$ cat src/rtl/segment_scan_ctrl.sv
// segment_scan_ctrl
// Time-multiplexed scan controller for an 8-digit seven-segment display.
// Steps o_pos through the enabled digits, one slot of CLK_DIV cycles each.
// Every slot begins with BLANK_CYC forced-blank cycles to suppress ghosting,
// followed by a lit window whose length is set by the 4-bit brightness.
//
// state   | meaning
// --------+-------------------------------------------------------------
// S_IDLE  | scanning stopped (disabled or empty mask), segments off
// S_BLANK | cnt 0..BLANK_CYC-1 of a slot, digit switched, segments off
// S_ON    | lit window of the slot, segments driven
// S_OFF   | remainder of the slot after the lit window, segments off
module segment_scan_ctrl #(
  parameter int CLK_DIV   = 1000,
  parameter int BLANK_CYC = 8,
  parameter int DIM_STEP  = 32
) (
  input  logic       i_clk,
  input  logic       i_rst_n,
  input  logic       i_en,
  input  logic       i_restart,
  input  logic [7:0] i_digit_mask,
  input  logic [3:0] i_brightness,
  output logic [2:0] o_pos,
  output logic       o_blank,
  output logic       o_frame_tick
);

  localparam logic [15:0] SLOT_LAST  = 16'(CLK_DIV - 1);
  localparam logic [15:0] BLANK_LAST = 16'(BLANK_CYC - 1);
  localparam logic [15:0] DIM_STEP_W = 16'(DIM_STEP);

  typedef enum logic [1:0] {
    S_IDLE  = 2'd0,
    S_BLANK = 2'd1,
    S_ON    = 2'd2,
    S_OFF   = 2'd3
  } state_t;

  state_t      state_q, state_d;
  logic [15:0] cnt_q, cnt_d;
  logic [2:0]  pos_q, pos_d;
  logic        blank_q, blank_d;
  logic        tick_q, tick_d;
  // Slot count of the last lit cycle, latched when the lit window opens so
  // brightness changes mid-slot cannot stretch or cut the current window.
  logic [15:0] on_last_q, on_last_d;

  logic [15:0] dim_off;
  logic [2:0]  pos_low;
  logic [2:0]  pos_next;
  logic        mask_any;

  function automatic logic [2:0] lowest_bit(input logic [7:0] m);
    lowest_bit = 3'd0;
    for (int k = 7; k >= 0; k--) begin
      if (m[k]) lowest_bit = 3'(k);
    end
  endfunction

  // Lowest set bit strictly above p, wrapping to the lowest set bit overall.
  function automatic logic [2:0] next_bit(input logic [7:0] m, input logic [2:0] p);
    logic found;
    found    = 1'b0;
    next_bit = lowest_bit(m);
    for (int k = 0; k < 8; k++) begin
      if (!found && m[k] && (3'(k) > p)) begin
        next_bit = 3'(k);
        found    = 1'b1;
      end
    end
  endfunction

  // Digit selection and lit-window arithmetic derived from the live inputs.
  always_comb begin
    dim_off  = 16'(4'd15 - i_brightness) * DIM_STEP_W;
    pos_low  = lowest_bit(i_digit_mask);
    pos_next = next_bit(i_digit_mask, pos_q);
    mask_any = |i_digit_mask;
  end

  // Next-state logic: enable beats restart, restart/idle-start beats slot end.
  always_comb begin
    state_d   = state_q;
    cnt_d     = cnt_q + 16'd1;
    pos_d     = pos_q;
    tick_d    = 1'b0;
    on_last_d = on_last_q;

    if (!i_en) begin
      state_d = S_IDLE;
      cnt_d   = 16'd0;
    end else if (i_restart || (state_q == S_IDLE)) begin
      cnt_d = 16'd0;
      if (mask_any) begin
        state_d = S_BLANK;
        pos_d   = pos_low;
        tick_d  = 1'b1;
      end else begin
        state_d = S_IDLE;
      end
    end else if (cnt_q == SLOT_LAST) begin
      cnt_d = 16'd0;
      if (mask_any) begin
        state_d = S_BLANK;
        pos_d   = pos_next;
        tick_d  = (pos_next <= pos_q);
      end else begin
        state_d = S_IDLE;
      end
    end else begin
      case (state_q)
        S_BLANK: begin
          if (cnt_q == BLANK_LAST) begin
            state_d   = S_ON;
            on_last_d = SLOT_LAST - dim_off;
          end
        end
        S_ON: begin
          if (cnt_q == on_last_q) state_d = S_OFF;
        end
        default: ;
      endcase
    end

    blank_d = (state_d != S_ON);
  end

  // State and registered outputs, synchronous active-low reset.
  always_ff @(posedge i_clk) begin
    if (!i_rst_n) begin
      state_q   <= S_IDLE;
      cnt_q     <= 16'd0;
      pos_q     <= 3'd0;
      blank_q   <= 1'b1;
      tick_q    <= 1'b0;
      on_last_q <= 16'd0;
    end else begin
      state_q   <= state_d;
      cnt_q     <= cnt_d;
      pos_q     <= pos_d;
      blank_q   <= blank_d;
      tick_q    <= tick_d;
      on_last_q <= on_last_d;
    end
  end

  assign o_pos        = pos_q;
  assign o_blank      = blank_q;
  assign o_frame_tick = tick_q;

endmodule
$ cat config.mk
export PLATFORM = sky130hd
export DESIGN_NAME = segment_scan_ctrl
export DESIGN_NICKNAME = d
export VERILOG_FILES = /design/src/rtl/segment_scan_ctrl.sv
export SDC_FILE = /design/constraint.sdc
export NUM_CORES = 1
export LEC_CHECK = 0
export ABC_AREA = 1
export CAP_MARGIN = 10
export CORE_ASPECT_RATIO = 2
export CORE_MARGIN = 2
export CORE_UTILIZATION = 35
export DETAILED_ROUTE_END_ITERATION = 6
export GPL_TIMING_DRIVEN = 1
export MAX_ROUTING_LAYER = met4
export PLACE_DENSITY = 0.5
export SKIP_CTS_REPAIR_TIMING = 1
export SYNTH_ARGS = -nofsm -noshare
export SYNTH_HDL_FRONTEND = slang
export SYNTH_SLANG_ARGS = --single-unit
export TNS_END_PERCENT = 1
$ cat constraint.sdc
create_clock -name i_clk -period 2.75 [get_ports i_clk]
set_input_delay 0.275 -clock i_clk [delete_from_list [all_inputs] [get_ports i_clk]]
set_output_delay 0.275 -clock i_clk [all_outputs]
set_load 0.01 [all_outputs]
---- Word-level counts from Yosys, hierarchy flattened ----
Cells that the tools add are included.
storage, ports and cells
  logic and storage cells ................. 98
  output and inout bits ................... 5
  register bits after elaboration ......... 39
  input port bits ......................... 16
cells by class
  bitwise gates (word level) .............. 4
  order comparisons ....................... 9
  add/sub/neg operators ................... 3
  multiplexer cells ....................... 38
  equality and inequality tests ........... 8
  reduce and logical (&&, ||, !) cells .... 30
operators by type and width
  kind                                                                             number
  3-bit two-way mux                                                                20
  16-bit by 1-bit adder with 16-bit output (second input constant)                 1
  16-bit by 10-bit == test with 1-bit output (second input constant)               1
  16-bit == test                                                                   1
  16-bit by 3-bit == test with 1-bit output (second input constant)                1
  1-bit logical AND                                                                15
  3-bit greater-than comparator (first input constant)                             4
  1-bit two-way mux                                                                12
  11-bit by 10-bit subtractor with 12-bit output (first input constant)            1
  2-bit two-way mux                                                                5
  8-bit OR reduction                                                               1
  1-bit zero test                                                                  7
  1-bit by 3-bit greater-than comparator with 1-bit output (first input constant)  2
  2-bit by 3-bit greater-than comparator with 1-bit output (first input constant)  2
  2-bit inequality test (second input constant)                                    3
  5-bit AND reduction                                                              1
  4-bit by 4-bit subtractor with 5-bit output (first input constant)               1
  1-bit inverter                                                                   4
  2-bit one-hot mux with 2 select lines                                            1
  4-bit AND reduction                                                              1
  4-bit OR reduction                                                               1
  3-bit <= comparator                                                              1
  2-bit by 1-bit == test with 1-bit output (second input constant)                 1
  2-bit == test (second input constant)                                            1
  other kinds (4)                                                                  4

---- Longest topological paths before layout ----
  word-level depth ........................ 35
  mapped depth ............................ 14
  depth with buffers taken out ............ 14

---- Worst setup path before layout ----
OpenSTA, ideal clock, no wires.
  path kind ............................... register to register
  from .................................... reg pos_q[2] (netlist: o_pos[2])
  to ...................................... reg tick_q (netlist: o_frame_tick)
  clock period less this slack ............ 1898 ps
  stages on the path, launching flop included .. 11
  setup slack ............................. 852 ps
  library setup time ...................... 123 ps
  data required time ...................... 2627 ps
  arrival ................................. 1775 ps
  buffers on the path ..................... 0
  cells stage by stage .................... dfxtp_1 nand2_1 o21ai_0 inv_1 o21ai_1 nand2_1 ha_1 nand2_1 o21a_1 a311oi_1 nor3_2
between the ends
  longest elaborated chain between the ends .. 35
  elaborated cells on any way between the ends .. 49
  classes of those cells .................. 9 x order compare; 18 x mux; 22 x reduce/logical
RTL lines
  what                                                      RTL line  text
  from (decl)                                               42        logic [2:0] pos_q, pos_d;
  from (signal assigned)                                    141       pos_q <= pos_d;
  1-bit by 3-bit greater-than comparator with 1-bit output  67        if (!found && m[k] && (3'(k) > p)) begin
  1-bit logical AND                                         67
  1-bit two-way mux                                         67
  1-bit zero test                                           67
  1-bit logical AND (2 in a row)                            67
  1-bit two-way mux                                         67
  1-bit zero test                                           67
  1-bit logical AND (2 in a row)                            67
  [... 16 more ...]                                         n/a
  1-bit two-way mux                                         67
  1-bit zero test                                           67
  1-bit logical AND (2 in a row)                            67
  3-bit two-way mux                                         67
  3-bit <= comparator (*)                                   107       tick_d = (pos_next <= pos_q);
  1-bit two-way mux (*)                                     104       if (mask_any) begin
  1-bit two-way mux (*)                                     102       end else if (cnt_q == SLOT_LAST) begin
  1-bit two-way mux (*)                                     93        end else if (i_restart || (state_q == S_IDLE)) begin
  to (signal assigned)                                      143       tick_q <= tick_d;
  to (decl)                                                 44        logic tick_q, tick_d;
Every way passes the cells marked *; elsewhere a longest branch is shown, timed or not.
A chain may end at the register's enable or synchronous reset.

---- Final worst setup path ----
  from .................................... reg pos_q[1] (netlist: o_pos[1])
  to ...................................... reg tick_q (netlist: o_frame_tick)
Same word-level chain as after synthesis.

==> summary.md <==
| Metric | Value |
|---|---|
| Outcome | finished, final reports clean |
| Number of buffers added on ports | 20 |
| Leakage power total | about 0.00088 uW |
| Initial antenna violation count | 0 |
| Remaining antenna violation count | 0 |
| Total global routing track utilization | 0.181 |
| 1st-pass router iterations | 4 |
| Net count after synthesis | between 300 and 400 |
| Routed via count | roughly 1.8k |
| Most used flip-flop cell after synthesis | sky130_fd_sc_hd__dfxtp_1 |
| Fraction of power consumed by sequential logic | 0.535 |
| Endpoint class of the critical path | flop |
| Area fraction in and, or, nand and nor cells after synthesis | 0.403 |
| CTS tree | done |
| Signal arrival time at the worst endpoint | 2340 ps |
| Setup_tns | 0 ps |
| Clock transition time at the flip-flop clock pins of the worst setup and hold paths | ~90 ps |
| Worst setup SP type | flop |
| Adder-cell area share of the yosys netlist | 0.0481 |
| I/O pins | 21 |
| Die Y | 106 um |
| Final Setup Violations | 0 |
| Final Hold Fails | 0 |
| Root Buffer Master | sky130_fd_sc_hd__clkbuf_8 |
| Fin worst setup slack | roughly 580 ps |
| Width of the die | 55.0 um |
| Post-layout net count | roughly 320 |
| Num Clock Sinks | 28 |
| Place WS | about 390 ps |
| Internal Pwr Total | 573 uW |
| Final routed wire length divided by cell count | ~13 um |
| Switching fraction of total power | 0.268 |
| Layout-stage area growth over the synthesis result | 16.6% |
| Flip-flop and latch count after synthesis | 28 |
| Total overflow reported by the global router | 0 |
| Minimum clock period | between 2000 and 2500 ps |
| Relative contribution of the clock network to total power | 0.280 |
| Starting utilization of the core area | 0.357 |
| Detailed Place HPWL | 3980 um |
| Gpl congestion | ~0.83 |
| Global-route wire length before repair | about 7400 um |
| Fin crit share | 0.790 |
| Proportion of power drawn by combinational gates | 0.184 |
| Fraction of synthesis flops using an asynchronous set or reset pin | 0 |
| Overall die area | slightly below 6000 sq um |
| # DRC | 0 |
| Largest family of logic cells by synthesized area | simple AND/OR/NAND/NOR gates |
| Maximum frequency from static timing analysis | 0.461 GHz |
| Mapped Area | about 1800 sq um |
| Synthesis warning total | 0 |
| Share of cells above drive strength 1 | 0.114 |
| Standard cell core area | 5090 sq um |
| Max-Cap Viols | 0 |
| Drt initial violations | 48 |
| IR Drop Worst-Case VDD | about 0.25 mV |
| Data required time at the worst endpoint | 2920 ps |
| Latest clock arrival within the worst-skew pair | 270 ps |
| Total wire length after detailed routing | roughly 4800 um |
| Distinct cell type count of the synthesized netlist | 32 |
| Switching power | between 200 and 250 uW |
| Vias in the first global route | ~1.7k |
| Average instance area after synthesis | about 6.5 sq um |
| Design Power | roughly 800 uW |
| Largest net degree at the start of global routing | 17 |
| Placement row count | 37 |
| Average vias per placed instance | roughly 4.9 |
| Worst hold path type | reg -> reg |
| Max-slew violations | 0 |
| Final Util | 0.416 |
| Unrepaired setup endpoints after global routing | no |
| Post-Place Cells | between 300 and 400 |
| Start-to-end type of the worst setup path | reg -> reg |
| Non-filler cells in the finished layout | roughly 360 |
| Total clock buffers created by CTS | 3 |
| Number of flops mapped to enable cells by yosys | 0 |
| Compound-gate portion of the synthesized area | 0.121 |
| Multiplexer area fraction after synthesis | 0 |
| Max H-tree Level | 1 |
| Sequential-to-total area share from yosys stat | 0.308 |
| Setup clock skew after layout | between 5 and 6 ps |
| Worst-path maximum fanout | 7 |
| Ant. Diodes | 0 |
| Headroom to the max-slew limit | 0.715 |
| Clock tree buffer depth | 2 |
| Area share of xor/xnor cells in the synthesized design | 0.0241 |
| Cell Pwr Density | between 300 and 400 nW/um^2 |
| Number of instances in the synthesized netlist | roughly 280 |
| Slew at the pin with the worst max-slew slack | 426 ps |
[registers in the layout (all words and copies together) (netlist names)]
name          flops
cnt_q            16
o_frame_tick      1
state_q           2
o_pos             3
o_blank           1
on_last_q         5
[logic make-up after synthesis]
family / after synthesis
compound gates: 38
fa+ha+maj: 7
flops: 28
xor+xnor: 5
simple gates: 155
buf+inv: 45
[layout make-up]
| cell class | count | area, sq um |
|---|---|---|
| clock buffers | 3 | 41.3 |
| inverters | 43 | 161 |
| multi-input cells | 205 | 1080 |
| fillers | 577 | 2970 |
| repair buffers | 20 | 200 |
| well taps | 58 | 72.6 |
| flip-flops and latches | 28 | 561 |
[critical path: stages, from the launching register on]
cell,delay (ps)
sky130_fd_sc_hd__dfxtp_1,490
sky130_fd_sc_hd__nand2_1,110
sky130_fd_sc_hd__o21ai_0,260
sky130_fd_sc_hd__inv_1,70
sky130_fd_sc_hd__o21ai_1,170
sky130_fd_sc_hd__nand2_1,100
sky130_fd_sc_hd__ha_1,330
sky130_fd_sc_hd__nand2_1,60
sky130_fd_sc_hd__o21a_1,170
sky130_fd_sc_hd__a311oi_1,250
sky130_fd_sc_hd__nor3_2,50
[power by group through the flow]
| stage | registers (uW) | clock network [uW] | logic, uW |
|---|---|---|---|
| after global placement | 429 | 0 | 144 |
| after CTS | 419 | 235 | 145 |
| after global routing | 420 | 246 | 162 |
| after floorplan | 428 | 0 | 85.3 |
| after detailed placement | 429 | 0 | 144 |
| final | 419 | 219 | 144 |
[cells in the mapped netlist (2+ instances only)]
library cell / number / area [sq um]
sky130_fd_sc_hd__nand2_1: 58 / 218
sky130_fd_sc_hd__nor2_1: 47 / 176
sky130_fd_sc_hd__inv_1: 36 / 135
sky130_fd_sc_hd__dfxtp_1: 28 / 561
sky130_fd_sc_hd__nand3_1: 16 / 80.1
sky130_fd_sc_hd__a21oi_1: 14 / 70.1
sky130_fd_sc_hd__o21ai_0: 12 / 60.1
sky130_fd_sc_hd__ha_1: 7 / 87.6
sky130_fd_sc_hd__inv_2: 7 / 26.3
sky130_fd_sc_hd__a21oi_2: 5 / 43.8
sky130_fd_sc_hd__nand3_2: 5 / 50.1
sky130_fd_sc_hd__nor3_1: 5 / 25.0
sky130_fd_sc_hd__nor3_2: 5 / 50.1
sky130_fd_sc_hd__nor2_2: 4 / 25.0
sky130_fd_sc_hd__xor2_1: 4 / 35.0
sky130_fd_sc_hd__o21ai_1: 3 / 15.0
sky130_fd_sc_hd__and3_1: 2 / 12.5
sky130_fd_sc_hd__nand2_2: 2 / 12.5
sky130_fd_sc_hd__nand4_1: 2 / 12.5
sky130_fd_sc_hd__nor3b_1: 2 / 15.0
sky130_fd_sc_hd__nor4_1: 2 / 12.5
sky130_fd_sc_hd__or2_0: 2 / 12.5
[path summary, 6_finish.rpt]
path              startpoint      endpoint  slack [ps]  cells after the start
setup / recovery    o_pos[1]  o_frame_tick         580                     10
hold reg to reg     cnt_q[0]      cnt_q[0]         480                      1
setup reg to reg    o_pos[1]  o_frame_tick         580                     10
hold / removal      cnt_q[0]      cnt_q[0]         480                      1
[routing by layer]
layer / up-vias / GRT usage / wire length [um] / share of wire
met3: 12 / 0.0211 / 102 / 0.021
met5: - / - / 0 / 0
met4: 0 / 0.0801 / 151 / 0.032
met1: 777 / 0.145 / 1610 / 0.34
met2: 32 / 0.361 / 2910 / 0.61
li1: 930 / - / - / -
[metrics by stage]
stage          hold slack (ps)  instance area [sq um]
3_3_place_gp               457                   2080
2_1_floorplan              410                   1820
5_1_grt                    500                   2120
3_5_place_dp               463                   2080
6_report                   479                   2120
4_1_cts                    486                   2120
[layout by cell type, fill, tap and decap left out, drive strengths merged, types with 3 or more instances in the layout]
| cell type | n |
|---|---|
| nand2 | 61 |
| nor2 | 52 |
| inv | 43 |
| dfxtp | 28 |
| nand3 | 21 |
| clkdlybuf4s50 | 20 |
| a21oi | 19 |
| o21ai | 15 |
| nor3 | 10 |
| ha | 7 |
| xor2 | 4 |
| clkbuf | 3 |
| or2 | 3 |
(Power assumes the default switching activity.)
